--- config.mk ---
export PLATFORM = sky130hd
export DESIGN_NAME = fd_pipe_bank
export DESIGN_NICKNAME = d
export VERILOG_FILES = /design/src/rtl/fd_pipe_bank.sv
export SDC_FILE = /design/constraint.sdc
export NUM_CORES = 1
export LEC_CHECK = 0
export BUFFER_PORTS_ARGS = -buffer_cell sky130_fd_sc_hd__buf_2
export CELL_PAD_IN_SITES_DETAIL_PLACEMENT = 1
export CELL_PAD_IN_SITES_GLOBAL_PLACEMENT = 1
export CORE_MARGIN = 3
export CORE_UTILIZATION = 40
export DETAILED_ROUTE_END_ITERATION = 8
export PLACE_DENSITY = 0.86
export SYNTH_ARGS = -nofsm -noshare
export SYNTH_HDL_FRONTEND = slang
export SYNTH_SLANG_ARGS = --single-unit
--- constraint.sdc ---
create_clock -name CK -period 2.3 [get_ports CK]
set_input_delay 0.46 -clock CK [delete_from_list [all_inputs] [get_ports CK]]
set_output_delay 0.46 -clock CK [all_outputs]
set_load 0.02 [all_outputs]
--- src/rtl/fd_pipe_bank.sv ---
// WIDTH-bit, DEPTH-stage enabled register pipeline with local set/reset, per-stage valid
// bits and an occupancy count. Generic retiming / alignment delay line.
module fd_pipe_bank #(
    parameter int unsigned      WIDTH  = 8,
    parameter int unsigned      DEPTH  = 3,
    parameter logic [WIDTH-1:0] INIT   = '0,
    parameter logic [WIDTH-1:0] LSRVAL = '0,
    parameter string            SRMODE = "CE_OVER_LSR",
    parameter int unsigned      OCCW   = $clog2(DEPTH + 1)
) (
    input  logic             CK,
    input  logic             SRN,
    input  logic             SP,
    input  logic             LSR,
    input  logic [WIDTH-1:0] D,
    input  logic             DV,
    output logic [WIDTH-1:0] Q,
    output logic             QV,
    output logic [OCCW-1:0]  OCC
);

    localparam bit LsrOverCe = (SRMODE == "LSR_OVER_CE");

    if (WIDTH < 1) begin : g_bad_width
        $fatal(1, "fd_pipe_bank: WIDTH must be at least 1");
    end
    if (DEPTH < 1) begin : g_bad_depth
        $fatal(1, "fd_pipe_bank: DEPTH must be at least 1");
    end
    if ((SRMODE != "CE_OVER_LSR") && (SRMODE != "LSR_OVER_CE")) begin : g_bad_mode
        $fatal(1, "fd_pipe_bank: SRMODE must be CE_OVER_LSR or LSR_OVER_CE");
    end

    logic [WIDTH-1:0] r_q [DEPTH] = '{default: INIT};
    logic [WIDTH-1:0] r_d [DEPTH];
    logic [DEPTH-1:0] v_q = '0;
    logic [DEPTH-1:0] v_d;
    logic [OCCW-1:0]  occ_q = '0;
    logic [OCCW-1:0]  occ_d;
    logic [WIDTH-1:0] d_clean;
    logic             dv_clean;
    logic             lsr_hit;

    always_comb begin
        // Anything that is not a clean 1 (X, Z) is captured as 0.
        for (int i = 0; i < int'(WIDTH); i++) begin
            d_clean[i] = (D[i] === 1'b1);
        end
        dv_clean = (DV === 1'b1);
        lsr_hit  = LSR && (SP || LsrOverCe);

        r_d   = r_q;
        v_d   = v_q;
        occ_d = occ_q;
        if (lsr_hit) begin
            for (int i = 0; i < int'(DEPTH); i++) begin
                r_d[i] = LSRVAL;
            end
            v_d   = '0;
            occ_d = '0;
        end else if (SP) begin
            r_d[0] = d_clean;
            v_d[0] = dv_clean;
            for (int i = 1; i < int'(DEPTH); i++) begin
                r_d[i] = r_q[i-1];
                v_d[i] = v_q[i-1];
            end
            // A valid leaving and one entering in the same cycle cancel out.
            occ_d = occ_q + OCCW'(dv_clean) - OCCW'(v_q[DEPTH-1]);
        end
    end

    always_ff @(posedge CK) begin
        if (!SRN) begin
            r_q   <= '{default: INIT};
            v_q   <= '0;
            occ_q <= '0;
        end else begin
            r_q   <= r_d;
            v_q   <= v_d;
            occ_q <= occ_d;
        end
    end

    assign Q   = r_q[DEPTH-1];
    assign QV  = v_q[DEPTH-1];
    assign OCC = occ_q;

endmodule

==> results of run 1 <==
-- cell type report --
| cell class | instances | area, sq um |
|---|---|---|
| clock buffer | 7 | 55.1 |
| fill | 384 | 1660 |
| inverter | 5 | 18.8 |
| multi-input combinational | 91 | 586 |
| sequential | 29 | 581 |
| tap | 44 | 55.1 |
| timing repair buffer | 24 | 123 |
-- where the power goes --
part | internal [W] | total (W) | leakage [nW] | switching (W)
clock | 0.000144 | 0.000304 | 0.0314 | 0.000160
combinational | 0.0000315 | 0.0000696 | 0.248 | 0.0000381
sequential | 0.000511 | 0.000516 | 0.235 | 0.00000499
-- sequential cells by signal (all words and copies together) (netlist names) --
register  count
r_q          16
v_q           3
Q             8
OCC           2
-- how the worst max path moves through the flow --
stage / startpoint / to / slack, ns / cells past startpoint
CTS: v_q[2] / OCC[1] / 0.63 / 6
detailed placement: DV / OCC[1] / 0.37 / 8
finish: v_q[2] / OCC[1] / 0.64 / 6
floorplan: DV / OCC[1] / 0.59 / 7
global placement: DV / OCC[1] / 0.45 / 8
global route: v_q[2] / OCC[1] / 0.57 / 6
-- cell families (layout without fill, tap and decap cells) --
kind of cell,Yosys count,after routing,synth area share (%)
AOI/OAI and AO/OA,29,29,11.5
xor gates and xnor gates,1,1,0.678
and+or+nand+nor,59,59,31.2
DFF,29,29,44.9
buffers and inverters,24,36,9.78
adders and majority gates,2,2,1.94
-- through the flow --
step / hold slack, ns / worst slack (ns) / total power [W] / std cells / instance area (sq um)
finish: 0.382 / 0.638 / 0.000889 / 200 / 1420
CTS: 0.364 / 0.629 / 0.000906 / 200 / 1420
global placement: 0.453 / 0.449 / 0.000594 / 193 / 1360
global route: 0.386 / 0.568 / 0.000942 / 200 / 1420
floorplan: 0.445 / 0.586 / 0.000578 / 144 / 1290
detailed placement: 0.461 / 0.370 / 0.000598 / 193 / 1360
-- worst reg2reg max path, delay by kind of cell, from the launching register on --
| kind | cells | cell delay, ns |
|---|---|---|
| buf+inv | 1 | 0.04 |
| fa+ha+maj | 2 | 0.46 |
| compound gates | 1 | 0.13 |
| flops | 1 | 0.33 |
| simple gates | 1 | 0.47 |
| xor+xnor | 1 | 0.14 |
-- layer usage --
metal	up-vias	routed length (microns)	GRT usage [%]
li1	498	-	-
met1	463	1110	14.4
met2	22	1240	24.4
met3	2	134	5.40
met4	0	14	4.96
met5	-	0	0
-- placed cells by master, fill, tap and decap left out, drive strengths merged --
cell,count
nand2b,26
ha,2
buf,24
dfxtp,29
and2,2
a21oi,26
inv,4
o22ai,2
xnor2,1
nand2,2
clkbuf,7
clkinv,1
nand3b,27
or2b,1
a31oi,1
or4b,1
==> out/metrics.yaml, run 1 <==
run_status:
  status: "finished clean"
sta:
  max-slew-margin-rel_pct: 50.8
  clock.fmax_mhz: 602
  period_share_pct: 72.3
  tightestPinTransition_ns: 0.733
  setup_viol: 0
  totalNegativeSetupSlack_ns: 0
  min_period_ns: 1.66
  fin_skew_ns: 0.00569
  rsz0062_at_grt: "false"
  hold_viol_final: 0
  slew_violations: 0
detailed_routing:
  drt_wl_total_mm: 2.50
  first_pass_iters: 3
  drc: 0
  drt.antenna.violating_nets: 0
  drt_iter0_drc: 28
  via_count: 985
  viasPerCell: 4.93
  wl_per_cell_microns: 12.5
synthesis:
  ys_seq_elements: 29
  ys.flop_type: "dfxtp_1"
  ys_async_sr_fraction_pct: 0
  synth_most_common_cell: "dfxtp_1"
  synth_top_area_share_pct: 44.9
  synth_nets: 159
  ys_top_cells_by_area: "dfxtp_1 45%, nand3b_1 16%, nand2b_1 13%"
  ys_seq_area_share_pct: 44.9
  synth_commonest_cells: "29 x dfxtp_1, 27 x nand3b_1, 26 x a21oi_1, 26 x nand2b_1, 8 x buf_4"
  synth_top_area_cell: "dfxtp_1"
  netlist_area_sq_um: 1290
  synth-edff-count: 0
  synth.avg_cell_area_sq_um: 8.98
  ys_types: 18
  synth_warnings: 0
  syn-instance-count: 144
grt:
  grt_pass1_vias: 1020
  grt_max_degree: 31
  grt_use_total_pct: 13.6
  overflow: 0
  antenna_found_initial: 0
  grt_pass1_wl_mm: 4.31
floorplan:
  core-area_sq_um: 3080
  die_h_microns: 62.8
  die-area_sq_um: 3950
  initial_core_util_pct: 42.0
  die-width_microns: 62.8
  rows: 20
  io_pins: 24
finish:
  final_util_pct: 46.1
  fin_nets: 171
  area_delta_synth_final_pct: 9.68
  diodes: 0
  drive_gt1_share_pct: 19.2
critical_path:
  path_buf_inv: 1
  crit_fanout: 3
  r2r_start: "v_q[2]"
  crit_path_frequent_cell: "ha_1"
  timing.rr.end: "OCC[1]"
  required_ns: 2.53
  r2r_cells: 6
  path_cells: "ha_1 > inv_1 > ha_1 > xnor2_1 > or4b_1 > a31oi_1"
  worstPathArrival_ns: 1.89
  path_delay_family: "simple AND/OR/NAND/NOR gates"
  path_class: "reg2reg"
  start_kind: "flip-flop"
  max_stage_delay_ns: 0.47
  r2r_slack_ns: 0.64
  cp_slowest_cell: "or4b_1"
  end_kind: "flip-flop"
cts:
  cts_hold_buffers: 0
  cts_tree: "built"
  cts_buffers: 5
  htree_levels: 2
  clock_latency_ns: 0.32
  cts-root-buf: "clkbuf_4"
  cts_buffer_depth: 2
  post_cts_resize_count: 0
  clkTransAtPathRegs_ns: 0.09
  postCtsSetupRepairBufs: 0
  clock-sinks: 29
placement:
  dp_hpwl_mm: 1.65
  gp_congestion: 0.687
  io_buffer_count: 23
power:
  p_leak_nw: 0.514
  power.density_nw_per_um2: 627
  peakVddDrop_mv: 0.369
hold_path:
  min_from: "SRN"
  min_path_cells: 2
  whs_endpoint: "Q[6]"
  worst_hold_path_type: "in2reg"
flow_run:
  maxCapViolations: 0
Note: power is estimated with default switching activity, not from simulation.
==> run 2, diff against run 1 <==
Settings changed: ABC_AREA set to 1, CORE_UTILIZATION 40 to 35, PLACE_DENSITY 0.86 to 0.82.
Clock period 2.3 ns to 1.47 ns, I/O delays scaled along.
==> out/metrics.yaml, run 2 <==
run_status:
  status: "finished clean"  # unchanged
sta:
  period_share_pct: 87.9  # was 72.3%
  setup_viol: 0  # unchanged
  clock.fmax_mhz: 774  # was 602 MHz
  slew_violations: 0  # unchanged
  hold_viol_final: 0  # unchanged
  min_period_ns: 1.29  # was 1.66 ns
  max-slew-margin-rel_pct: 70.0  # was 50.8%
  fin_skew_ns: 0.00923  # was 0.00569 ns
  totalNegativeSetupSlack_ns: 0  # unchanged
  tightestPinTransition_ns: 0.449  # was 0.733 ns
  whs_ns: 0.225  # was 0.382 ns
  rsz0062_at_grt: "false"  # unchanged
floorplan:
  core-area_sq_um: 3150  # was 3080 sq um
  die_h_microns: 64.5  # was 62.8 microns
  io_pins: 24  # unchanged
  rows: 20  # unchanged
  die-width_microns: 64.5  # was 62.8 microns
  initial_core_util_pct: 37.9  # was 42.0%
  die-area_sq_um: 4160  # was 3950 sq um
synthesis:
  ys_types: 13  # was 18
  syn-instance-count: 149  # was 144
  synth_top_area_share_pct: 48.5  # was 44.9%
  synth_warnings: 0  # unchanged
  ys.flop_type: "dfxtp_1"  # unchanged
  ys_seq_elements: 29  # unchanged
  synth-edff-count: 0  # unchanged
  synth.avg_cell_area_sq_um: 8.03  # was 8.98 sq um
  ys_async_sr_fraction_pct: 0  # unchanged
  netlist_area_sq_um: 1200  # was 1290 sq um
  synth_top_area_cell: "dfxtp_1"  # unchanged
  synth_commonest_cells: "60 x nand2_1, 29 x dfxtp_1, 18 x a21oi_1"  # was 29 x dfxtp_1, 27 x nand3b_1, 26 x a21oi_1, 26 x nand2b_1, 8 x buf_4
  ys_top_cells_by_area: "dfxtp_1 49%, nand2_1 19%, a21oi_1 7.5%"  # was dfxtp_1 45%, nand3b_1 16%, nand2b_1 13%
  ys_seq_area_share_pct: 48.5  # was 44.9%
  synth_most_common_cell: "nand2_1"  # was dfxtp_1
  synth_nets: 164  # was 159
cts:
  clock-sinks: 29  # unchanged
  clkTransAtPathRegs_ns: 0.09  # about the same
  post_cts_resize_count: 0  # unchanged
  cts_hold_buffers: 0  # unchanged
  cts_buffer_depth: 2  # unchanged
  cts-root-buf: "clkbuf_4"  # unchanged
  clock_latency_ns: 0.31  # was 0.32 ns
  postCtsSetupRepairBufs: 0  # unchanged
  cts_buffers: 5  # unchanged
  htree_levels: 2  # unchanged
  cts_tree: "built"  # unchanged
grt:
  grt_pass1_vias: 979  # was 1020
  grt_pass1_wl_mm: 4.20  # was 4.31 mm
  grt_use_total_pct: 13.3  # was 13.6%
  grt_max_degree: 29  # was 31
  antenna_found_initial: 0  # unchanged
  overflow: 0  # unchanged
power:
  power.density_nw_per_um2: 1190  # was 627 nW/um^2
  p_leak_nw: 0.547  # was 0.514 nW
  peakVddDrop_mv: 0.540  # was 0.369 mV
detailed_routing:
  drc: 0  # unchanged
  viasPerCell: 4.51  # was 4.93
  wl_per_cell_microns: 11.7  # was 12.5 microns
  drt.antenna.violating_nets: 0  # unchanged
  drt_iter0_drc: 42  # was 28
  first_pass_iters: 4  # was 3
  via_count: 951  # was 985
  drt_wl_total_mm: 2.47  # was 2.50 mm
finish:
  top_register: "r_q"  # unchanged
  final_common_cell: "nand2_1"  # was dfxtp_1
  area_delta_synth_final_pct: 12.9  # was 9.68%
  fin_nets: 181  # was 171
  diodes: 0  # unchanged
  drive_gt1_share_pct: 28.1  # was 19.2%
  fin_area_sq_um: 1350  # was 1420 sq um
  final_util_pct: 42.8  # was 46.1%
  largest_register_ffs: 16  # unchanged
  final_cell_mix: "60 x nand2_1, 29 x dfxtp_1, 23 x buf_2"  # was 29 x dfxtp_1, 27 x nand3b_1, 26 x nand2b_1, 26 x a21oi_1, 23 x buf_2
placement:
  dp_hpwl_mm: 1.76  # was 1.65 mm
  io_buffer_count: 23  # unchanged
  gp_congestion: 0.718  # was 0.687
  place_area_sq_um: 1260  # was 1360 sq um
flow_run:
  maxCapViolations: 0  # unchanged
critical_path:
  crit_fanout: 3  # unchanged
  worstPathArrival_ns: 1.55  # was 1.89 ns
  path_class: "reg2reg"  # unchanged
  required_ns: 1.72  # was 2.53 ns
  start_kind: "flip-flop"  # unchanged
  end_kind: "flip-flop"  # unchanged
hold_path:
  worst_hold_path_type: "in2reg"  # unchanged
-- run 2: critical path, cell delays in order (launching register included) --
cell and delay, ns:
dfxtp_1 0.34, ha_1 0.27, inv_1 0.04, ha_1 0.19
nand2_1 0.09, nand2_1 0.06, nor2_1 0.11, nor2_1 0.05
nor2_1 0.09
-- run 2: layer usage --
layer | vias to the layer above | track usage [%] | part of all wire, %
li1 | 492 | - | -
met1 | 440 | 14.1 | 45
met2 | 17 | 22.9 | 50
met3 | 2 | 5.72 | 4.0
met4 | 0 | 5.54 | 0.85
met5 | - | 0 | 0
-- run 2: final timing paths --
| check | endpoint | slack (ns) | cells after the start | start |
|---|---|---|---|---|
| min | r_q[17] | 0.22 | 3 | D[1] |
| min reg2reg | Q[6] | 0.47 | 2 | Q[6] |
| max reg2reg | OCC[1] | 0.18 | 8 | v_q[2] |
| max | OCC[1] | 0.18 | 8 | v_q[2] |
-- run 2: power breakdown --
group,internal (W),leakage (nW),switching [W],total (W)
Sequential,0.000805,0.235,0.0000114,0.000816
Combinational,0.0000431,0.266,0.0000754,0.000119
Clock,0.000406,0.0455,0.000261,0.000667
Total,0.00125,0.547,0.000347,0.00160
-- run 2: cells by family (layout without fill, tap and decap cells) --
family / after synthesis / count (layout) / share of synthesized area (%)
flops: 29 / 29 / 48.5
simple gates: 67 / 67 / 21.7
compound gates: 28 / 28 / 14.9
buf+inv: 23 / 41 / 12.9
fa+ha+maj: 2 / 2 / 2.09
-- run 2: final cells by class --
cell class              count  area, sq um
clock inverters             1         30.0
clock buffers               7         55.1
flip-flops and latches     29          581
inverters                   6         22.5
multi-input cells          97          462
fillers                   417         1800
repair buffers             27          145
well taps                  44         55.1
-- run 2: per-stage QoR --
stage          setup WS, ns  instances  power [W]
6_report              0.179        211    0.00160
5_1_grt              0.0304        211    0.00169
4_1_cts               0.163        211    0.00162
3_5_place_dp         0.0695        203   0.000954
3_3_place_gp          0.163        203   0.000946
2_1_floorplan         0.173        149   0.000925
